$ cat src/rtl/mod_reduce_seq.sv
// Sequential modular reducer: restoring division, one quotient bit per clock,
// with valid/ready handshakes on the operand and result sides.
module mod_reduce_seq #(
    parameter int NUM_WIDTH = 8
) (
    input  logic                 clk,
    input  logic                 rst_n,
    input  logic                 in_valid,
    output logic                 in_ready,
    input  logic [NUM_WIDTH-1:0] num,
    input  logic [NUM_WIDTH-1:0] modulus,
    output logic                 out_valid,
    input  logic                 out_ready,
    output logic [NUM_WIDTH-1:0] quotient,
    output logic [NUM_WIDTH-1:0] remainder,
    output logic                 div_by_zero
);

    localparam int CNT_WIDTH = $clog2(NUM_WIDTH + 1);

    typedef enum logic [1:0] {
        ST_IDLE = 2'd0,
        ST_CALC = 2'd1,
        ST_DONE = 2'd2
    } state_t;

    state_t                 state_r;
    state_t                 state_nx_s;
    logic [NUM_WIDTH-1:0]   dvd_r;
    logic [NUM_WIDTH-1:0]   mod_r;
    logic [NUM_WIDTH-1:0]   prem_r;
    logic [CNT_WIDTH-1:0]   cnt_r;
    logic [NUM_WIDTH-1:0]   quotient_r;
    logic [NUM_WIDTH-1:0]   remainder_r;
    logic                   dbz_r;
    logic                   in_ready_r;
    logic                   out_valid_r;

    logic [NUM_WIDTH:0]     shift_s;
    logic [NUM_WIDTH-1:0]   diff_s;
    logic [NUM_WIDTH-1:0]   prem_nx_s;
    logic                   ge_s;
    logic                   last_s;
    logic                   accept_s;
    logic                   in_ready_nx_s;
    logic                   out_valid_nx_s;

    // One restoring-division step; the shifted value carries an extra MSB so
    // moduli above half range never overflow. The stored remainder stays < modulus.
    always_comb begin
        shift_s   = {1'b0, prem_r, dvd_r[NUM_WIDTH-1]};
        shift_s   = {prem_r, dvd_r[NUM_WIDTH-1]};
        ge_s      = (shift_s >= {1'b0, mod_r});
        diff_s    = NUM_WIDTH'(shift_s - {1'b0, mod_r});
        prem_nx_s = shift_s[NUM_WIDTH-1:0];
        if (ge_s) begin
            prem_nx_s = diff_s;
        end else begin
            prem_nx_s = shift_s[NUM_WIDTH-1:0];
        end
        last_s   = (cnt_r == CNT_WIDTH'(NUM_WIDTH - 1));
        accept_s = (state_r == ST_IDLE) && in_valid;
    end

    // State register.
    always_ff @(posedge clk) begin
        if (!rst_n) begin
            state_r <= ST_IDLE;
        end else begin
            state_r <= state_nx_s;
        end
    end

    // Next-state logic; zero modulus and num < modulus skip the iteration phase.
    always_comb begin
        state_nx_s = state_r;
        case (state_r)
            ST_IDLE: begin
                if (accept_s) begin
                    if ((modulus == {NUM_WIDTH{1'b0}}) || (num < modulus)) begin
                        state_nx_s = ST_DONE;
                    end else begin
                        state_nx_s = ST_CALC;
                    end
                end else begin
                    state_nx_s = ST_IDLE;
                end
            end
            ST_CALC: begin
                if (last_s) begin
                    state_nx_s = ST_DONE;
                end else begin
                    state_nx_s = ST_CALC;
                end
            end
            ST_DONE: begin
                if (out_ready) begin
                    state_nx_s = ST_IDLE;
                end else begin
                    state_nx_s = ST_DONE;
                end
            end
            default: state_nx_s = ST_IDLE;
        endcase
    end

    // Handshake flags are decoded from the next state so they can be registered.
    always_comb begin
        in_ready_nx_s  = (state_nx_s == ST_IDLE);
        out_valid_nx_s = (state_nx_s == ST_DONE);
    end

    // Registered handshake outputs.
    always_ff @(posedge clk) begin
        if (!rst_n) begin
            in_ready_r  <= 1'b1;
            out_valid_r <= 1'b0;
        end else begin
            in_ready_r  <= in_ready_nx_s;
            out_valid_r <= out_valid_nx_s;
        end
    end

    // Datapath: operand capture, iteration, and result registers. The dividend
    // register doubles as the quotient shift register during iteration.
    always_ff @(posedge clk) begin
        if (!rst_n) begin
            dvd_r       <= {NUM_WIDTH{1'b0}};
            mod_r       <= {NUM_WIDTH{1'b0}};
            prem_r      <= {NUM_WIDTH{1'b0}};
            cnt_r       <= {CNT_WIDTH{1'b0}};
            quotient_r  <= {NUM_WIDTH{1'b0}};
            remainder_r <= {NUM_WIDTH{1'b0}};
            dbz_r       <= 1'b0;
        end else begin
            case (state_r)
                ST_IDLE: begin
                    if (accept_s) begin
                        dvd_r  <= num;
                        mod_r  <= modulus;
                        prem_r <= {NUM_WIDTH{1'b0}};
                        cnt_r  <= {CNT_WIDTH{1'b0}};
                        if (modulus == {NUM_WIDTH{1'b0}}) begin
                            quotient_r  <= {NUM_WIDTH{1'b1}};
                            remainder_r <= num;
                            dbz_r       <= 1'b1;
                        end else if (num < modulus) begin
                            quotient_r  <= {NUM_WIDTH{1'b0}};
                            remainder_r <= num;
                            dbz_r       <= 1'b0;
                        end else begin
                            dbz_r <= 1'b0;
                        end
                    end else begin
                        cnt_r <= cnt_r;
                    end
                end
                ST_CALC: begin
                    dvd_r  <= {dvd_r[NUM_WIDTH-2:0], ge_s};
                    prem_r <= prem_nx_s;
                    cnt_r  <= cnt_r + CNT_WIDTH'(1);
                    if (last_s) begin
                        quotient_r  <= {dvd_r[NUM_WIDTH-2:0], ge_s};
                        remainder_r <= prem_nx_s;
                    end else begin
                        quotient_r  <= quotient_r;
                    end
                end
                default: begin
                    cnt_r <= cnt_r;
                end
            endcase
        end
    end

    assign in_ready    = in_ready_r;
    assign out_valid   = out_valid_r;
    assign quotient    = quotient_r;
    assign remainder   = remainder_r;
    assign div_by_zero = dbz_r;

endmodule

$ cat config.mk
export PLATFORM = sky130hd
export DESIGN_NAME = mod_reduce_seq
export DESIGN_NICKNAME = d
export VERILOG_FILES = /design/src/rtl/mod_reduce_seq.sv
export SDC_FILE = /design/constraint.sdc
export NUM_CORES = 1
export LEC_CHECK = 0
export ABC_AREA = 1
export CELL_PAD_IN_SITES_DETAIL_PLACEMENT = 0
export CELL_PAD_IN_SITES_GLOBAL_PLACEMENT = 2
export CORE_UTILIZATION = 32
export CTS_CLUSTER_SIZE = 14
export DETAILED_ROUTE_END_ITERATION = 7
export PLACE_DENSITY_LB_ADDON = 0.25
export SLEW_MARGIN = 30
export SYNTH_ARGS = -nofsm -noshare
export SYNTH_HDL_FRONTEND = slang
export SYNTH_SLANG_ARGS = --single-unit
$ cat constraint.sdc
create_clock -name clk -period 3.2 [get_ports clk]
set_input_delay 0.32 -clock clk [delete_from_list [all_inputs] [get_ports clk]]
set_output_delay 0.32 -clock clk [all_outputs]
set_load 0.05 [all_outputs]
==> impl_summary.md <==
Setup path
Of all nets on the critical path, the largest fanout is 9. The required time reported for the critical path endpoint is 3.44 ns. The type of the worst setup path is flop to flop. The critical path startpoint category is a flop. The signal on the critical path passes through inv_1 > ha_1 > nand2_1 > nand2_1 > nand2_1 > nand2_1 > nor2_2 > nand2_2 > nand2_1 > inv_1 > nor2_1 > nor2_1 > nor2_1. For the worst setup path, the data arrival time is 2.48 ns.

By instance count, the cell type seen most on the critical path is sky130_fd_sc_hd__nand2_1. On the worst path, the slowest cell contributes a delay of 0.40 ns. Counting both buffers and inverters, the worst setup path holds a total of 2. The slowest library cell on the worst path is sky130_fd_sc_hd__nor2_2. The category of the worst setup path capture point is a flop. The largest delay contributor family on the critical path is simple AND/OR/NAND/NOR gates.

Finish
The sequential cells in the finished layout cover a total of 981 µm². The layout filler cell count is 953. The share of cells above drive strength 1 is 4.32%. The area growth from synthesis to layout is 18.3%. Summing all multi-input logic gate instances after layout gives 1630 µm². The post-layout net count is 524. The repair_antennas step left the layout with diodes totalling 0.

Synthesis
The top cell type by area accounts for 33.6% of the synthesized area. The synthesized netlist contains 29 unique library cells. The number of warnings issued by yosys is 0.

The cell taking the most area after synthesis is sky130_fd_sc_hd__dfxtp_1. The synthesized netlist cell count is 454. By area the synthesized netlist is led by sky130_fd_sc_hd__dfxtp_1 34%, sky130_fd_sc_hd__nand2_1 17%, sky130_fd_sc_hd__inv_1 7.6%. The most used flip-flop cell after synthesis is sky130_fd_sc_hd__dfxtp_1.

The post-synthesis cell area is 2920 µm². Yosys mapped a number of flops with a built-in enable equal to 0. The sequential cell area fraction in the yosys report is 33.6%. The mean instance size in the synthesized netlist is 6.43 µm². The register bit total from synthesis is 49. The async set-or-reset flop fraction in the synthesized netlist is 0%. The number of nets in the synthesized netlist is 491.

Routing
The met3 wire length is 292 µm. The total wire length is 8110 µm. For this run, design rule violations remaining after detail routing come to 0.

The highest metal layer with signal wires is met4. The count of nets left with antenna violations after detail routing is 0. The pre-antenna-repair detailed-routing pass consisted of 4 iterations. After the first detailed-routing iteration, the DRC count stood at 89. For this block, wires on met1 add up to 4240 µm. The vias after detailed routing is 2867. Wire segments on met2 add up to 3520 µm in the final route. The per-cell via count in the routed design is 4.83. The post-detailed-route wirelength per cell is 13.7 µm.

GRT
The number of antenna violations at the first check in global routing came to 0. The global-route usage over all layers is 17.8%. For this run the aggregate overflow at the end of global routing stands at 0. The first global-routing pass estimated 13700 µm of wire.

The via count of the first global-routing pass came to 2747. Entering global routing, the biggest net connects 29 pins.

Clocking
CTS built an H-tree with a depth of 2. Gates resized during post-CTS repair numbered 0. TritonCTS built the clock tree. The clock-pin slew of the registers on the worst-case setup and hold paths is 0.09 ns. The hold buffer count at CTS is 0. Buffers added to address setup during post-CTS repair amount to 0. Counting along the longest clock path gives a buffer depth of 2. The number of buffers added by the clock tree synthesis step is 5.

The master cell of the clock root buffer is sky130_fd_sc_hd__clkbuf_8. The clock net in this run drives a total of 49 sinks. The clock reaches the later pin of the worst-skew pair after 0.30 ns.

Power
The total power is 1.83 mW. Across the VDD grid, the largest voltage drop is 0.162 mV. The leakage dissipation is 1.64 nW.

The ratio of total power to cell area is 531 nW/µm².

STA
For the pin with the worst max-slew slack, the measured transition is 0.868 ns. Derived from the worst setup path, the maximum achievable clock frequency is 446 MHz. The part of the cycle the worst path needs is 70.1%.

The number of max-slew violations in the final report is 0. In the final timing run, aggregate negative setup slack is 0 ns. The routed design could run at a clock period as short as 2.24 ns. Setup violations remaining at the end of the flow were counted as 0. The relative slew slack is 41.9%. The number of hold-slack violations in the final timing report is 0. The worst clock skew on the final layout is 0.00865 ns. Setup repair after global routing left no endpoint under its margin.

The worst slack on hold paths is 0.466 ns.

Place
The total of buffers placed on input and output ports is 38. The last weighted congestion value of the routability-driven placer is 0.752. The placed wire-length estimate is 6000 µm.

Die
The floorplan has 34 rows. The die covers 9510 µm². Measured along the y axis, the die boundary spans 97.5 µm. The overall die width is 97.5 µm. The core region is 8760 µm². The starting density of the core is 33.3%. In this run the count of I/O pins placed on the die edge is 39.

Outcome
The run finished with clean final reports.

Run
The max-capacitance violation count is 0.

Min path
The tightest min-delay check is of the flop to flop type.
==> synthesized netlist by cell type (4+ instances only) <==
| master | instances |
|---|---|
| sky130_fd_sc_hd__nand2_1 | 134 |
| sky130_fd_sc_hd__inv_1 | 59 |
| sky130_fd_sc_hd__nor2_1 | 51 |
| sky130_fd_sc_hd__dfxtp_1 | 49 |
| sky130_fd_sc_hd__a21oi_1 | 43 |
| sky130_fd_sc_hd__nand3_1 | 40 |
| sky130_fd_sc_hd__ha_1 | 16 |
| sky130_fd_sc_hd__o21ai_0 | 13 |
| sky130_fd_sc_hd__buf_2 | 8 |
| sky130_fd_sc_hd__a31oi_1 | 6 |
| sky130_fd_sc_hd__nand3b_1 | 6 |
| sky130_fd_sc_hd__clkbuf_1 | 4 |
==> final cells by class <==
cell class	instances	area share, %
Multi-Input combinational cell	328	47.1
Sequential cell	49	28.4
Timing Repair Buffer	41	11.7
Inverter	62	6.74
Tap cell	108	3.91
Clock buffer	5	1.99
Clock inverter	1	0.145
==> tightest hold or removal path, delay by kind of cell, from the launching register on <==
kind             cells  cell delay (ns)
flip-flops           1             0.32
AND/OR/NAND/NOR      1             0.06
AO/OA/AOI/OAI        1             0.05
==> worst paths after layout <==
path	slack, ns	depth (start not counted)	to	startpoint
min reg2reg	0.47	2	quotient[2]$_SDFFE_PN0P_	quotient[2]$_SDFFE_PN0P_
max reg2reg	0.96	13	remainder[6]$_SDFFE_PN0P_	mod_r[6]$_SDFFE_PN0P_
max	0.96	13	remainder[6]$_SDFFE_PN0P_	mod_r[6]$_SDFFE_PN0P_
min	0.47	2	quotient[2]$_SDFFE_PN0P_	quotient[2]$_SDFFE_PN0P_
==> report_power, final <==
part / total [mW] / switching (mW) / leakage [nW] / internal (mW)
logic: 0.788 / 0.531 / 1.20 / 0.257
registers: 0.696 / 0.0312 / 0.401 / 0.665
clock network: 0.349 / 0.205 / 0.0399 / 0.145
total: 1.83 / 0.767 / 1.64 / 1.07
==> cell usage in the layout (no fill, tap or decap), drive strengths merged, types with 5 or more instances in the layout <==
| cell type | n |
|---|---|
| ha | 16 |
| clkbuf | 5 |
| nand3 | 40 |
| a31oi | 6 |
| a21oi | 43 |
| nor2 | 54 |
| nand3b | 6 |
| nand2 | 138 |
| dfxtp | 49 |
| o21ai | 14 |
| clkdlybuf4s50 | 38 |
| inv | 62 |
==> metrics by stage <==
step	cell area [µm²]	util, %	cells	worst slack [ns]
2_1_floorplan	2920	-	454	1.38
3_3_place_gp	3380	38.6	588	0.789
3_5_place_dp	3380	38.6	588	0.770
4_1_cts	3450	39.4	594	0.986
5_1_grt	3450	39.4	594	0.751
6_report	3450	39.4	594	0.957
==> sequential cells by signal, indices dropped and copies added, names as in the netlist <==
name and flops:
cnt_r 4, div_by_zero 1, dvd_r 8, in_ready 1, mod_r 8, out_valid 1, prem_r 8, quotient 8
remainder 8, state_r 2
==> metal layers <==
layer  up-vias  GRT usage, %
met5         -             0
met4         0          2.94
met3         4          2.73
met2        47          28.6
met1      1315          25.4
li1       1501             -
==> kinds of logic after synthesis <==
kind of cell	after synthesis	share of synthesized area, %
and+or+nand+nor	244	35.6
AOI/OAI and AO/OA	64	11.7
buffers and inverters	77	10.6
xor gates and xnor gates	3	0.900
adders and majority gates	17	7.54
DFF	49	33.6
No activity file was read; power rests on OpenSTA's default activity.
